<file path="config.mk">
export PLATFORM = sky130hd
export DESIGN_NAME = fetch_unit
export DESIGN_NICKNAME = d
export VERILOG_FILES = /design/src/rtl/cpu_pkg.sv /design/src/rtl/pc_counter.sv /design/src/rtl/fetch_unit.sv
export SDC_FILE = /design/constraint.sdc
export NUM_CORES = 1
export LEC_CHECK = 0
export BUFFER_PORTS_ARGS = -buffer_cell sky130_fd_sc_hd__buf_2
export CAP_MARGIN = 20
export CORE_MARGIN = 2
export CORE_UTILIZATION = 51
export DETAILED_ROUTE_END_ITERATION = 16
export GPL_TIMING_DRIVEN = 1
export PLACE_DENSITY_LB_ADDON = 0.08
export SYNTH_ARGS = -nofsm -noshare
export SYNTH_HDL_FRONTEND = slang
export SYNTH_SLANG_ARGS = --single-unit
export TNS_END_PERCENT = 1
</file>
<file path="constraint.sdc">
create_clock -name clk -period 1.94 [get_ports clk]
set_input_delay 0.194 -clock clk [delete_from_list [all_inputs] [get_ports clk]]
set_output_delay 0.194 -clock clk [all_outputs]
set_load 0.01 [all_outputs]
</file>
<file path="src/rtl/cpu_pkg.sv">
// rtl/cpu_pkg.sv - opcode constants, IR field positions and fetch FSM encoding
package cpu_pkg;

  localparam logic [3:0] OP_MVI = 4'b1100;
  localparam logic [3:0] OP_LDA = 4'b1101;

  localparam int OPC_MSB = 15;
  localparam int OPC_LSB = 12;
  localparam int OP1_MSB = 11;
  localparam int OP1_LSB = 9;
  localparam int OP2_MSB = 8;
  localparam int OP2_LSB = 6;

  typedef enum logic [1:0] {
    ST_IDLE = 2'd0,
    ST_REQ  = 2'd1,
    ST_WAIT = 2'd2
  } fetch_state_e;

  // Opcodes that carry an immediate in a second instruction word.
  function automatic logic is_two_word(input logic [3:0] op);
    return (op == OP_MVI) || (op == OP_LDA);
  endfunction

endpackage

</file>
<file path="src/rtl/pc_counter.sv">
// rtl/pc_counter.sv - program counter with natural wrap at 2^ADDR_W-1
module pc_counter #(
  parameter int ADDR_W = 8
) (
  input  logic              clk,
  input  logic              rst_n,
  input  logic              pc_inc,
  output logic [ADDR_W-1:0] pc
);

  localparam logic [ADDR_W-1:0] PC_ONE = {{(ADDR_W-1){1'b0}}, 1'b1};

  always_ff @(posedge clk or negedge rst_n) begin
    if (!rst_n) begin
      pc <= '0;
    end else if (pc_inc) begin
      pc <= pc + PC_ONE;
    end
  end

endmodule

</file>
<file path="src/rtl/fetch_unit.sv">
// rtl/fetch_unit.sv - instruction fetch FSM with IR/imm capture; FETCH_TIMEOUT_EN adds a WAIT timeout
module fetch_unit #(
  parameter int ADDR_W  = 8,
  parameter int TMO_CYC = 15
) (
  input  logic              clk,
  input  logic              rst_n,
  input  logic              pc_load,
  input  logic              pc_inc,
  input  logic              ins_load,
  output logic [ADDR_W-1:0] rom_addr,
  output logic              rom_req,
  input  logic [15:0]       rom_data,
  input  logic              rom_valid,
  output logic [3:0]        opcode,
  output logic [2:0]        op1_sel,
  output logic [2:0]        op2_sel,
  output logic [15:0]       imm,
  output logic              two_word,
  output logic              ins_ready,
  output logic              busy,
  output logic              fetch_err
);

  import cpu_pkg::*;

  fetch_state_e      state;
  logic [15:0]       ir;
  logic              pend2;
  logic [ADDR_W-1:0] pc;
  logic [ADDR_W-1:0] addr_shadow;
  logic              load_pend;

`ifdef FETCH_TIMEOUT_EN
  localparam int TMO_W = (TMO_CYC > 1) ? $clog2(TMO_CYC) : 1;
  localparam logic [TMO_W-1:0] TMO_LAST = TMO_W'(TMO_CYC - 1);
  localparam logic [TMO_W-1:0] TMO_ONE  = TMO_W'(1);
  logic [TMO_W-1:0] tmo_cnt;
`else
  logic unused_tmo;
  assign unused_tmo = (TMO_CYC != 0);
  assign fetch_err  = 1'b0;
`endif

  pc_counter #(.ADDR_W(ADDR_W)) u_pc (
    .clk    (clk),
    .rst_n  (rst_n),
    .pc_inc (pc_inc),
    .pc     (pc)
  );

  always_ff @(posedge clk or negedge rst_n) begin
    if (!rst_n) begin
      state       <= ST_IDLE;
      rom_addr    <= '0;
      rom_req     <= 1'b0;
      ir          <= '0;
      imm         <= '0;
      pend2       <= 1'b0;
      ins_ready   <= 1'b0;
      addr_shadow <= '0;
      load_pend   <= 1'b0;
`ifdef FETCH_TIMEOUT_EN
      tmo_cnt     <= '0;
      fetch_err   <= 1'b0;
`endif
    end else begin
      ins_ready <= 1'b0;
      // A snapshot taken mid-fetch is held back so rom_addr stays put until IDLE.
      if (state != ST_IDLE && pc_load) begin
        addr_shadow <= pc;
        load_pend   <= 1'b1;
      end
      case (state)
        ST_IDLE: begin
          if (pc_load) begin
            rom_addr <= pc;
          end else if (load_pend) begin
            rom_addr <= addr_shadow;
          end
          load_pend <= 1'b0;
          if (ins_load) begin
            state   <= ST_REQ;
            rom_req <= 1'b1;
          end
        end
        ST_REQ: begin
          state <= ST_WAIT;
`ifdef FETCH_TIMEOUT_EN
          tmo_cnt <= '0;
`endif
        end
        ST_WAIT: begin
          if (rom_valid) begin
            if (pend2) begin
              imm   <= rom_data;
              pend2 <= 1'b0;
            end else begin
              ir    <= rom_data;
              pend2 <= is_two_word(rom_data[OPC_MSB:OPC_LSB]);
            end
            ins_ready <= 1'b1;
            rom_req   <= 1'b0;
            state     <= ST_IDLE;
          end
`ifdef FETCH_TIMEOUT_EN
          else if (tmo_cnt == TMO_LAST) begin
            rom_req   <= 1'b0;
            fetch_err <= 1'b1;
            state     <= ST_IDLE;
          end else begin
            tmo_cnt <= tmo_cnt + TMO_ONE;
          end
`endif
        end
        default: begin
          state   <= ST_IDLE;
          rom_req <= 1'b0;
        end
      endcase
    end
  end

  logic unused_ir;
  assign unused_ir = ^ir[OP2_LSB-1:0];

  assign busy     = (state != ST_IDLE);
  assign opcode   = ir[OPC_MSB:OPC_LSB];
  assign op1_sel  = ir[OP1_MSB:OP1_LSB];
  assign op2_sel  = ir[OP2_MSB:OP2_LSB];
  assign two_word = is_two_word(ir[OPC_MSB:OPC_LSB]);

endmodule

</file>
[Yosys cells after proc, flatten, opt, wreduce, memory -nomap -nowiden]
Index checks and enable logic that the tools add are counted.
Widths: inputs -> output; s select.
Cells by class
  bitwise logic cells: 2
  equal/unequal tests: 8
  add/sub/neg operators: 1
  muxes and demuxes: 13
  reduce and logical (&&, ||, !) cells: 13
Operator list (count)
  $eq 4x4->1 const B: 4
  $mux 8: 2
  $reduce_and 3->1: 3
  $add 8x1->8 const B: 1
  $mux 1: 7
  $pmux 2 s3: 1
  $reduce_and 2->1: 3
  $reduce_bool 2->1: 3
  $mux 2: 2
  $ne 2x2->1 const B: 2
  $pmux 1 s3: 1
  $eq 2x1->1 const B: 1
  $eq 2x2->1 const B: 1
  $logic_not 2->1: 1
  $logic_or 1x1->1: 2
  $not 1->1: 2
  $logic_and 1x1->1: 1
Storage, ports and cells
  input bits: 22
  word-level logic and storage cells: 47
  output and inout port bits: 39
  bits in registers: 62

[Longest topological paths before layout]
Gate-level depths: netlist (run 1).
  depth in word-level cells: 4
  depth in mapped cells: 5
  gate-level depth less buffers: 4

[Hierarchy]
Synthesis (run 1) repeated with hierarchy kept, for this count alone.
Second synthesis, totals
  cells, all modules: 151
  area total of the unflattened synthesis: 2272.2 sq um
Modules (own cells, without submodules)
  fetch_unit: cells each 125, instances 1, area each 1934.4 sq um, seq. area each 1201.2 sq um
  pc_counter: cells each 26, instances 1, area each 337.8 sq um, seq. area each 200.2 sq um

[Worst setup path before layout (run 1)]
Ideal clock, no wire load.
  path kind: register to register
  start: reg state[0]
  end: reg ir[10]
  stages on the path, launching flop included: 4
  slack: 0.571 ns
  data required time: 1.815 ns
  arrival time: 1.245 ns
  period minus slack after synthesis: 1.369 ns
  buffers on the path: 0
  cells stage by stage: dfrtp_1 > nand3b_4 > nor2_2 > mux2_2
On the way
  word-level cells in the longest chain between the ends: 2
Ends and longest elaborated chain
  from (decl): RTL line fetch_unit.sv:27  | fetch_state_e state;
  from (signal assigned): RTL line fetch_unit.sv:54  | state <= ST_IDLE;
  from (signal assigned): RTL line fetch_unit.sv:83  | state <= ST_REQ;
  from (signal assigned): RTL line fetch_unit.sv:88  | state <= ST_WAIT;
  $eq 2x2->1: RTL line fetch_unit.sv:74  | case (state)
  $reduce_and 3->1 (no line)
  to (signal assigned): RTL line fetch_unit.sv:99  | ir <= rom_data;
  to (decl): RTL line fetch_unit.sv:28  | logic [15:0] ir;
No other way between the ends.
A chain may end at the register's enable or synchronous reset.

[Worst setup path in the final report (run 1)]
  start: reg state[0]
  end: reg ir[6]
The elaborated chain is that of the path after synthesis.

==> impl_metrics.env, run 1 <==
export IMPL_status="finished clean"
export IMPL_crit_arrival_ns=1.76
export IMPL_globalRoute_totalOverflow=0
export IMPL_met1Wirelength_um=1683
export IMPL_ir_drop_mv=0.7618
export IMPL_p_leak_nw=1.410
export IMPL_num_io_pins=61
export IMPL_routed_wl_um=3962
export IMPL_core_area_mm2=0.004324
export IMPL_fin_crit_sh_pct=81.01
export IMPL_grt_pass1_wl_um=6927
export IMPL_initial_core_util_pct=52.37
export IMPL_wl_met3_um=222
export IMPL_antennaDiodeCount=0
export IMPL_numCtsBuffers=5
export IMPL_fin_nets=239
export IMPL_dieArea_mm2=0.004989
export IMPL_viasPerCell=5.253
export IMPL_p_per_area_mw_per_mm2=1525
export IMPL_wl_per_cell_um=14.73
export IMPL_stdcell_area_mm2=0.002721
export IMPL_gp_congestion=0.8198
export IMPL_clockBufferDepth=2
export IMPL_drt_iter0_markers=55
export IMPL_total_power_mw=4.150
export IMPL_cts_sinks=56
export IMPL_dp_hpwl_um=2942
export IMPL_cts_root_buf="clkbuf_8"
export IMPL_antenna_found_initial=0
export IMPL_cts_tree="done"
export IMPL_nFillCells=357
export IMPL_areaGrowthSynthToFinish_pct=20.17
export IMPL_worstSetupEndpointType="flop"
export IMPL_grt_max_degree=36
export IMPL_crit_required_ns=2.13
export IMPL_clkTransAtPathRegs_ns=0.09
export IMPL_fin_worst_skew_ns=0.004460
export IMPL_postCtsSetupRepairBufs=0
export IMPL_place_ws_ns=0.3693
export IMPL_cts_resized=0
export IMPL_crit_path_max_fanout=10
export IMPL_die_h_um=70.64
export IMPL_drt_first_pass_iters=4
export IMPL_drive_above_1_share_pct=57.14
export IMPL_fin_tns_setup_ns=0
export IMPL_max_freq_ghz=0.6363
export IMPL_synth_area_mm2=0.002265
export IMPL_h_tree_depth=2
export IMPL_rows=24
export IMPL_period_minus_slack_ns=1.572
export IMPL_post_route_util_pct=62.93
export IMPL_final_setup_worst_slack_ns=0.3683
export IMPL_track_usage_pct=17.46
export IMPL_cp_start_kind="flop"
export IMPL_holdWs_ns=0.1233
export IMPL_drv_slew=0
export IMPL_ys_types=27
export IMPL_ys_seq_elements=56
export IMPL_hold_buffers=1
export IMPL_yosysSeqAreaShare_pct=61.88
export IMPL_highest_layer="met4"
export IMPL_yosys_warnings=0
export IMPL_post_route_drc_count=0
export IMPL_syn_num_nets=174
export IMPL_hp_class="in2reg"
export IMPL_stdcell_count=269
export IMPL_synth_edf_count=0
export IMPL_hold_violations=0
export IMPL_rsz0062_at_grt="no"
export IMPL_met2_length_um=2021
export IMPL_tightest_slew_ns=0.5347
export IMPL_syn_inst=151
export IMPL_synth_async_reset_ratio_pct=100.0
export IMPL_syn_avg_cell_area_um2=15.00
export IMPL_ant_nets=0
export IMPL_finalSetupViolCount=0
export IMPL_port_buffers=59
export IMPL_insertion_delay_ns=0.30
export IMPL_critical_path_class="reg2reg"
export IMPL_drv_cap=0
export IMPL_dp_cells=260
export IMPL_placed_area_mm2=0.002621
export IMPL_via_count=1413
export IMPL_slew_headroom_pct=64.31
export IMPL_die_w_um=70.64
export IMPL_grt_pass1_vias=1511
export IMPL_synth_ff_type="dfrtp_1"
[cells in the final DEF (no fill, tap or decap), types with 2 or more instances in the layout]
cell	n
inv_1	3
clkbuf_8	6
dfrtp_1	56
nand2_1	5
buf_2	59
clkbuf_1	2
nor3_1	2
xnor2_1	4
nand4_1	3
nor2_1	6
mux2_2	51
xor2_1	3
[critical path, cell delays in order (launching register included)]
cell,delay (ns)
dfrtp_1,0.43
nand3b_4,0.20
nor2_2,0.43
mux2_2,0.40
[cells in the mapped netlist, types with 2 or more instances]
master	n	area share (%)
dfrtp_1	56	62
inv_1	3	0.50
mux2_2	51	25
nand2_1	5	0.83
nand4_1	3	0.83
nor2_1	6	0.99
nor3_1	2	0.44
xnor2_1	4	1.5
xor2_1	3	1.2
[final timing paths]
| kind | start | end | slack [ns] | depth (start not counted) |
|---|---|---|---|---|
| setup / recovery | state[0]$_DFFE_PN0P_ | ir[6]$_DFFE_PN0P_ | 0.37 | 3 |
| hold / removal | rom_data[4] | imm[4]$_DFFE_PN0P_ | 0.12 | 2 |
| setup reg to reg | state[0]$_DFFE_PN0P_ | ir[6]$_DFFE_PN0P_ | 0.37 | 3 |
| hold reg to reg | u_pc.pc[7]$_DFFE_PN0P_ | u_pc.pc[7]$_DFFE_PN0P_ | 0.50 | 1 |
| max in group asynchronous | rst_n | imm[9]$_DFFE_PN0P_ | 1.00 | 3 |
| min in group asynchronous | rst_n | rom_addr[7]$_DFFE_PN0P_ | 0.39 | 2 |
[registers in the layout, summed over array words and instances (netlist names)]
name / cells
addr_shadow: 8
imm: 16
ins_ready: 1
ir: 10
load_pend: 1
pend2: 1
rom_addr: 8
rom_req: 1
state: 2
u_pc.pc: 8
[final cells by class]
cell class              instances  area, um2  share of cell area (%)
inverters                       4      15.01                  0.5517
clock buffers                   8      90.09                   3.310
flip-flops and latches         56       1401                   51.49
well taps                      52      65.06                   2.391
repair buffers                 61      325.3                   11.95
multi-input cells              88      824.5                   30.30
[layer usage]
| layer | track usage [%] | up-vias |
|---|---|---|
| li1 | - | 651 |
| met1 | 21.07 | 719 |
| met2 | 30.19 | 38 |
| met3 | 5.128 | 5 |
| met4 | 5.870 | 0 |
| met5 | 0 | - |
[where the power goes]
group,switching (mW),internal [mW]
sequential,0.340,1.68
clock,0.337,0.292
combinational,0.680,0.822
total,1.36,2.79
[kinds of logic (layout without fill, tap and decap cells)]
group	count (synthesis)	in the layout	synth area share, %
flip-flops	56	56	61.88
multiplexers	51	51	25.36
other	1	1	0.1656
AO/OA/AOI/OAI	4	4	1.326
buffers and inverters	7	73	1.712
AND/OR/NAND/NOR	24	24	6.299
XOR/XNOR	7	7	2.707
adder cells (fa/ha/maj)	1	1	0.5524
No activity file was read; power rests on OpenSTA's default activity.
==> run 2, diff against run 1 <==
clock period = 1.55 ns   (was 1.94 ns; I/O delays follow)
==> run 2 against run 1 <==
Against the previous run: via count is 2.3% lower; first-iteration DRC count is 33% lower; worst setup slack worse by 0.27 ns; core utilization is 0.90 points higher; sequential power is 26% higher; critical path type unchanged; critical endpoint is now rom_addr[1]$_DFFE_PN0P_; largest cell class unchanged.
==> impl_metrics.env, run 2 (same netlist as run 1, synthesis figures left out) <==
export IMPL_areaGrowthSynthToFinish_pct=21.88
export IMPL_crit_start="state[0]$_DFFE_PN0P_"
export IMPL_largest_register="imm"
export IMPL_p_per_area_mw_per_mm2=1960
export IMPL_dieArea_mm2=0.004989
export IMPL_clkTransAtPathRegs_ns=0.09
export IMPL_drive_above_1_share_pct=58.26
export IMPL_viasPerCell=5.115
export IMPL_port_buffers=59
export IMPL_grt_pass1_wl_um=6768
export IMPL_clockBufferDepth=2
export IMPL_place_ws_ns=0.07659
export IMPL_hp_class="in2reg"
export IMPL_die_h_um=70.64
export IMPL_rows=24
export IMPL_gp_congestion=0.7691
export IMPL_die_w_um=70.64
export IMPL_grt_pass1_vias=1392
export IMPL_drv_slew=0
export IMPL_largest_register_ffs=16
export IMPL_dp_hpwl_um=2990
export IMPL_insertion_delay_ns=0.31
export IMPL_hold_path_depth=2
export IMPL_crit_required_ns=1.74
export IMPL_total_power_mw=5.411
export IMPL_crit_path_max_fanout=8
export IMPL_r2r_slack_ns=0.10
export IMPL_postCtsSetupRepairBufs=0
export IMPL_fin_crit_sh_pct=93.41
export IMPL_r2r_start="state[0]$_DFFE_PN0P_"
export IMPL_biggestRegsByFlops="imm: 16 flops, ir: 10 flops"
export IMPL_grt_max_degree=57
export IMPL_ir_drop_mv=0.8371
export IMPL_track_usage_pct=17.58
export IMPL_post_route_drc_count=0
export IMPL_status="finished clean"
export IMPL_via_count=1381
export IMPL_numCtsBuffers=5
export IMPL_drv_cap=0
export IMPL_worstSetupEndpointType="flop"
export IMPL_initial_core_util_pct=52.37
export IMPL_rsz0062_at_grt="no"
export IMPL_num_io_pins=61
export IMPL_period_minus_slack_ns=1.448
export IMPL_crit_arrival_ns=1.64
export IMPL_r2r_end="rom_addr[1]$_DFFE_PN0P_"
export IMPL_antennaDiodeCount=0
export IMPL_core_area_mm2=0.004324
export IMPL_fin_nets=240
export IMPL_drt_first_pass_iters=4
export IMPL_cts_root_buf="clkbuf_8"
export IMPL_antenna_found_initial=0
export IMPL_h_tree_depth=2
export IMPL_cp_start_kind="flop"
export IMPL_final_cell_mix="buf_2 (59), dfrtp_1 (56), mux2_2 (51), nor2_1 (6), clkbuf_8 (6)"
export IMPL_p_leak_nw=1.432
export IMPL_final_common_cell="buf_2"
export IMPL_globalRoute_totalOverflow=0
export IMPL_drt_iter0_markers=37
export IMPL_wl_per_cell_um=15.27
export IMPL_routed_wl_um=4123
export IMPL_hold_violations=0
export IMPL_cts_tree="done"
export IMPL_r2r_cells=4
export IMPL_fin_worst_skew_ns=0.007345
export IMPL_endpoint="rom_addr[1]$_DFFE_PN0P_"
export IMPL_final_setup_worst_slack_ns=0.1021
export IMPL_cts_sinks=56
export IMPL_critical_path_class="reg2reg"
export IMPL_ant_nets=0
export IMPL_holdWs_ns=0.07815
export IMPL_finalSetupViolCount=0
export IMPL_max_freq_ghz=0.6907
export IMPL_fin_tns_setup_ns=0
==> run 2: cell types whose count changed in the layout (fill, tap and decap cells not counted) <==
| cell | previous run | this run |
|---|---|---|
| clkinv_4 | 0 | 1 |
| buf_4 | 0 | 1 |
| clkbuf_1 | 2 | 0 |
| bufinv_16 | 0 | 1 |
==> run 2: per-layer routing <==
| metal | routed length, um | part of all wire [%] | vias to the layer above | global-route usage, % |
|---|---|---|---|---|
| met2 | 2072 | 50 | 39 | 29.87 |
| met5 | 0 | 0 | - | 0 |
| met4 | 46 | 1.1 | 0 | 5.031 |
| met1 | 1762 | 43 | 677 | 21.94 |
| met3 | 241 | 5.8 | 6 | 5.413 |
| li1 | - | - | 659 | - |
==> run 2: power by group <==
| part | internal [mW] | leakage, nW | total [mW] | switching, mW |
|---|---|---|---|---|
| Sequential | 2.10 | 0.707 | 2.54 | 0.440 |
| Clock | 0.528 | 0.0614 | 0.984 | 0.456 |
| Combinational | 1.04 | 0.663 | 1.88 | 0.849 |
==> run 2: worst min path at each step <==
stage                     slack (ns)                          to         from
after floorplan                -0.14  addr_shadow[0]$_DFFE_PN0P_        rst_n
after global placement          0.17  addr_shadow[5]$_DFFE_PN0P_        rst_n
after detailed placement        0.18     rom_addr[7]$_DFFE_PN0P_        rst_n
after CTS                       0.07          imm[1]$_DFFE_PN0P_  rom_data[1]
after global routing            0.07          imm[5]$_DFFE_PN0P_  rom_data[5]
final                           0.08          imm[1]$_DFFE_PN0P_  rom_data[1]
==> run 2: critical path, cell delays in order, from the launching register on <==
cell	delay (ns)
dfrtp_1	0.43
nor2_1	0.17
inv_1	0.12
nor2_4	0.24
mux2_2	0.37
==> run 2: area by class of cell <==
| cell class | count | area [um2] |
|---|---|---|
| fill | 355 | 1564 |
| sequential | 56 | 1401 |
| multi-input combinational | 88 | 824.5 |
| timing repair buffer | 62 | 332.8 |
| clock buffer | 6 | 82.58 |
| tap | 52 | 65.06 |
| clock inverter | 2 | 38.79 |
| inverter | 4 | 15.01 |
==> run 2: metrics by stage <==
step	instances	cell area (um2)	utilization (%)
after floorplan	151	2265	-
after global placement	261	2629	60.79
after detailed placement	261	2629	60.79
after CTS	270	2760	63.83
after global routing	270	2760	63.83
final	270	2760	63.83
==> run 2: repair_timing <==
action,CTS,global route
endpoints found under the hold margin,56,0
endpoints found under the setup margin,0,1
hold buffers,1,0
gates resized for setup,0,0
==> run 3, diff against run 2 <==
ABC_AREA = 1   (was not set)
CORE_UTILIZATION = 52   (was 51)
==> run 3 against run 2 <==
Against the previous run: register-to-register slack gained 0.26 ns; first-iteration DRC count increased to 2.8 times the previous value; power fell by 1.8%; critical path type is now reg2out; via count is 29% higher.
==> impl_metrics.env, run 3 <==
export IMPL_clockBufferDepth=2
export IMPL_fin_nets=350
export IMPL_p_per_area_mw_per_mm2=1868
export IMPL_via_count=1786
export IMPL_nFillCells=371
export IMPL_worstSetupEndpointType="primary output"
export IMPL_h_tree_depth=2
export IMPL_wl_per_cell_um=11.33
export IMPL_cts_resized=0
export IMPL_areaGrowthSynthToFinish_pct=18.07
export IMPL_period_minus_slack_ns=1.405
export IMPL_viasPerCell=4.700
export IMPL_hold_path_depth=3
export IMPL_largest_register_ffs=16
export IMPL_cts_tree="done"
export IMPL_holdWs_ns=0.06911
export IMPL_yosysMostFrequentCell="nand2_1"
export IMPL_initial_core_util_pct=54.59
export IMPL_globalRoute_totalOverflow=0
export IMPL_cp_start_kind="flop"
export IMPL_ir_drop_mv=0.7744
export IMPL_syn_avg_cell_area_um2=9.059
export IMPL_grt_pass1_wl_um=7445
export IMPL_ys_types=22
export IMPL_post_route_drc_count=0
export IMPL_insertion_delay_ns=0.31
export IMPL_p_leak_nw=1.605
export IMPL_final_setup_worst_slack_ns=0.1449
export IMPL_hold_violations=0
export IMPL_placed_area_mm2=0.002728
export IMPL_yosysSeqAreaShare_pct=58.15
export IMPL_gp_congestion=0.7905
export IMPL_ant_nets=0
export IMPL_critical_path_class="reg2out"
export IMPL_crit_path_max_fanout=12
export IMPL_final_common_cell="nand2_1"
export IMPL_crit_arrival_ns=1.25
export IMPL_yosys_top_cells_area="dfrtp_1 (58%), nand2_1 (14%), o21ai_2 (5.5%)"
export IMPL_status="finished clean"
export IMPL_r2r_cells=5
export IMPL_final_cell_mix="nand2_1 (88), buf_2 (59), dfrtp_1 (56), inv_1 (32), o21ai_0 (24)"
export IMPL_syn_inst=266
export IMPL_rows=24
export IMPL_die_h_um=72.08
export IMPL_num_io_pins=61
export IMPL_crit_required_ns=1.39
export IMPL_largest_register="imm"
export IMPL_die_w_um=72.08
export IMPL_syn_num_nets=289
export IMPL_finalSetupViolCount=0
export IMPL_drv_cap=0
export IMPL_antennaDiodeCount=0
export IMPL_synth_edf_count=0
export IMPL_grt_max_degree=40
export IMPL_dp_hpwl_um=3216
export IMPL_stdcell_area_mm2=0.002845
export IMPL_drt_iter0_markers=104
export IMPL_rsz0062_at_grt="no"
export IMPL_routed_wl_um=4305
export IMPL_cts_root_buf="clkbuf_8"
export IMPL_numCtsBuffers=5
export IMPL_clkTransAtPathRegs_ns=0.09
export IMPL_drive_above_1_share_pct=27.74
export IMPL_max_freq_ghz=0.7117
export IMPL_synth_top_cell_by_area="dfrtp_1"
export IMPL_fin_worst_skew_ns=0.004848
export IMPL_synth_ff_type="dfrtp_1"
export IMPL_track_usage_pct=18.44
export IMPL_ys_seq_elements=56
export IMPL_synth_area_mm2=0.002410
export IMPL_core_area_mm2=0.004414
export IMPL_yosys_warnings=0
export IMPL_place_ws_ns=0.3904
export IMPL_grt_pass1_vias=1605
export IMPL_synth_common_cells="nand2_1 (88), dfrtp_1 (56), inv_1 (32)"
export IMPL_drt_first_pass_iters=4
export IMPL_dieArea_mm2=0.005195
export IMPL_netlist_area_leader_share_pct=58.15
export IMPL_synth_async_reset_ratio_pct=100.0
export IMPL_fin_tns_setup_ns=0
export IMPL_cts_sinks=56
export IMPL_fin_crit_sh_pct=90.65
export IMPL_biggestRegsByFlops="imm: 16 flops, ir: 10 flops"
export IMPL_hp_class="in2reg"
export IMPL_port_buffers=59
export IMPL_antenna_found_initial=0
export IMPL_drv_slew=0
run 3: logic make-up (layout without fill, tap and decap cells):
logic type	after synthesis	count (layout)	synth area share, %
DFF	56	56	58.15
other	1	1	0.1556
and+or+nand+nor	111	111	18.80
xor gates and xnor gates	2	2	0.7270
adders and majority gates	1	1	0.5191
AOI/OAI and AO/OA	52	52	13.14
buffers and inverters	43	105	8.515
run 3: where the power goes:
group | switching (mW) | internal (mW) | leakage [nW]
combinational | 1.17 | 0.770 | 0.832
clock | 0.446 | 0.480 | 0.0552
sequential | 0.367 | 2.08 | 0.718
total | 1.98 | 3.33 | 1.61
run 3: per-stage QoR:
step | std cells | util, % | power [mW]
floorplan | 266 | - | 3.767
global placement | 371 | 61.79 | 4.394
detailed placement | 371 | 61.79 | 4.453
CTS | 380 | 64.46 | 5.386
global route | 380 | 64.46 | 5.778
finish | 380 | 64.46 | 5.313
run 3: metal layers:
layer | GRT usage, % | wire, um | share of wire (%)
met1 | 25.59 | 2091 | 49
met2 | 27.62 | 1930 | 45
met3 | 5.000 | 201 | 4.7
met4 | 7.757 | 81 | 1.9
met5 | 0 | 0 | 0
run 3: final cells by class:
cell class,count,area (um2),area share (%)
sequential,56,1401,49.25
multi-input combinational,167,803.3,28.23
timing repair buffer,63,340.3,11.96
inverter,34,127.6,4.485
clock buffer,6,72.57,2.551
tap,52,65.06,2.287
clock inverter,2,35.03,1.231
run 3: critical path, cell delays in order, from the launching register on:
cell	delay [ns]
dfrtp_1	0.42
nor2_2	0.20
inv_2	0.15
buf_2	0.17
run 3: final timing paths:
path / endpoint / startpoint / slack (ns)
worst max-delay path: busy / state[0]$_DFFE_PN0P_ / 0.14
worst max register to register: rom_addr[5]$_DFFE_PN0P_ / state[0]$_DFFE_PN0P_ / 0.36
worst min register to register: addr_shadow[0]$_DFFE_PN0P_ / addr_shadow[0]$_DFFE_PN0P_ / 0.48
min in group asynchronous: imm[1]$_DFFE_PN0P_ / rst_n / 0.31
worst min-delay path: state[0]$_DFFE_PN0P_ / ins_load / 0.07
max in group asynchronous: addr_shadow[4]$_DFFE_PN0P_ / rst_n / 0.71
run 3: repair_timing:
item	4_1_cts	5_1_grt
hold buffers	1	0
setup buffers	0	0
endpoints found under the hold margin	17	0
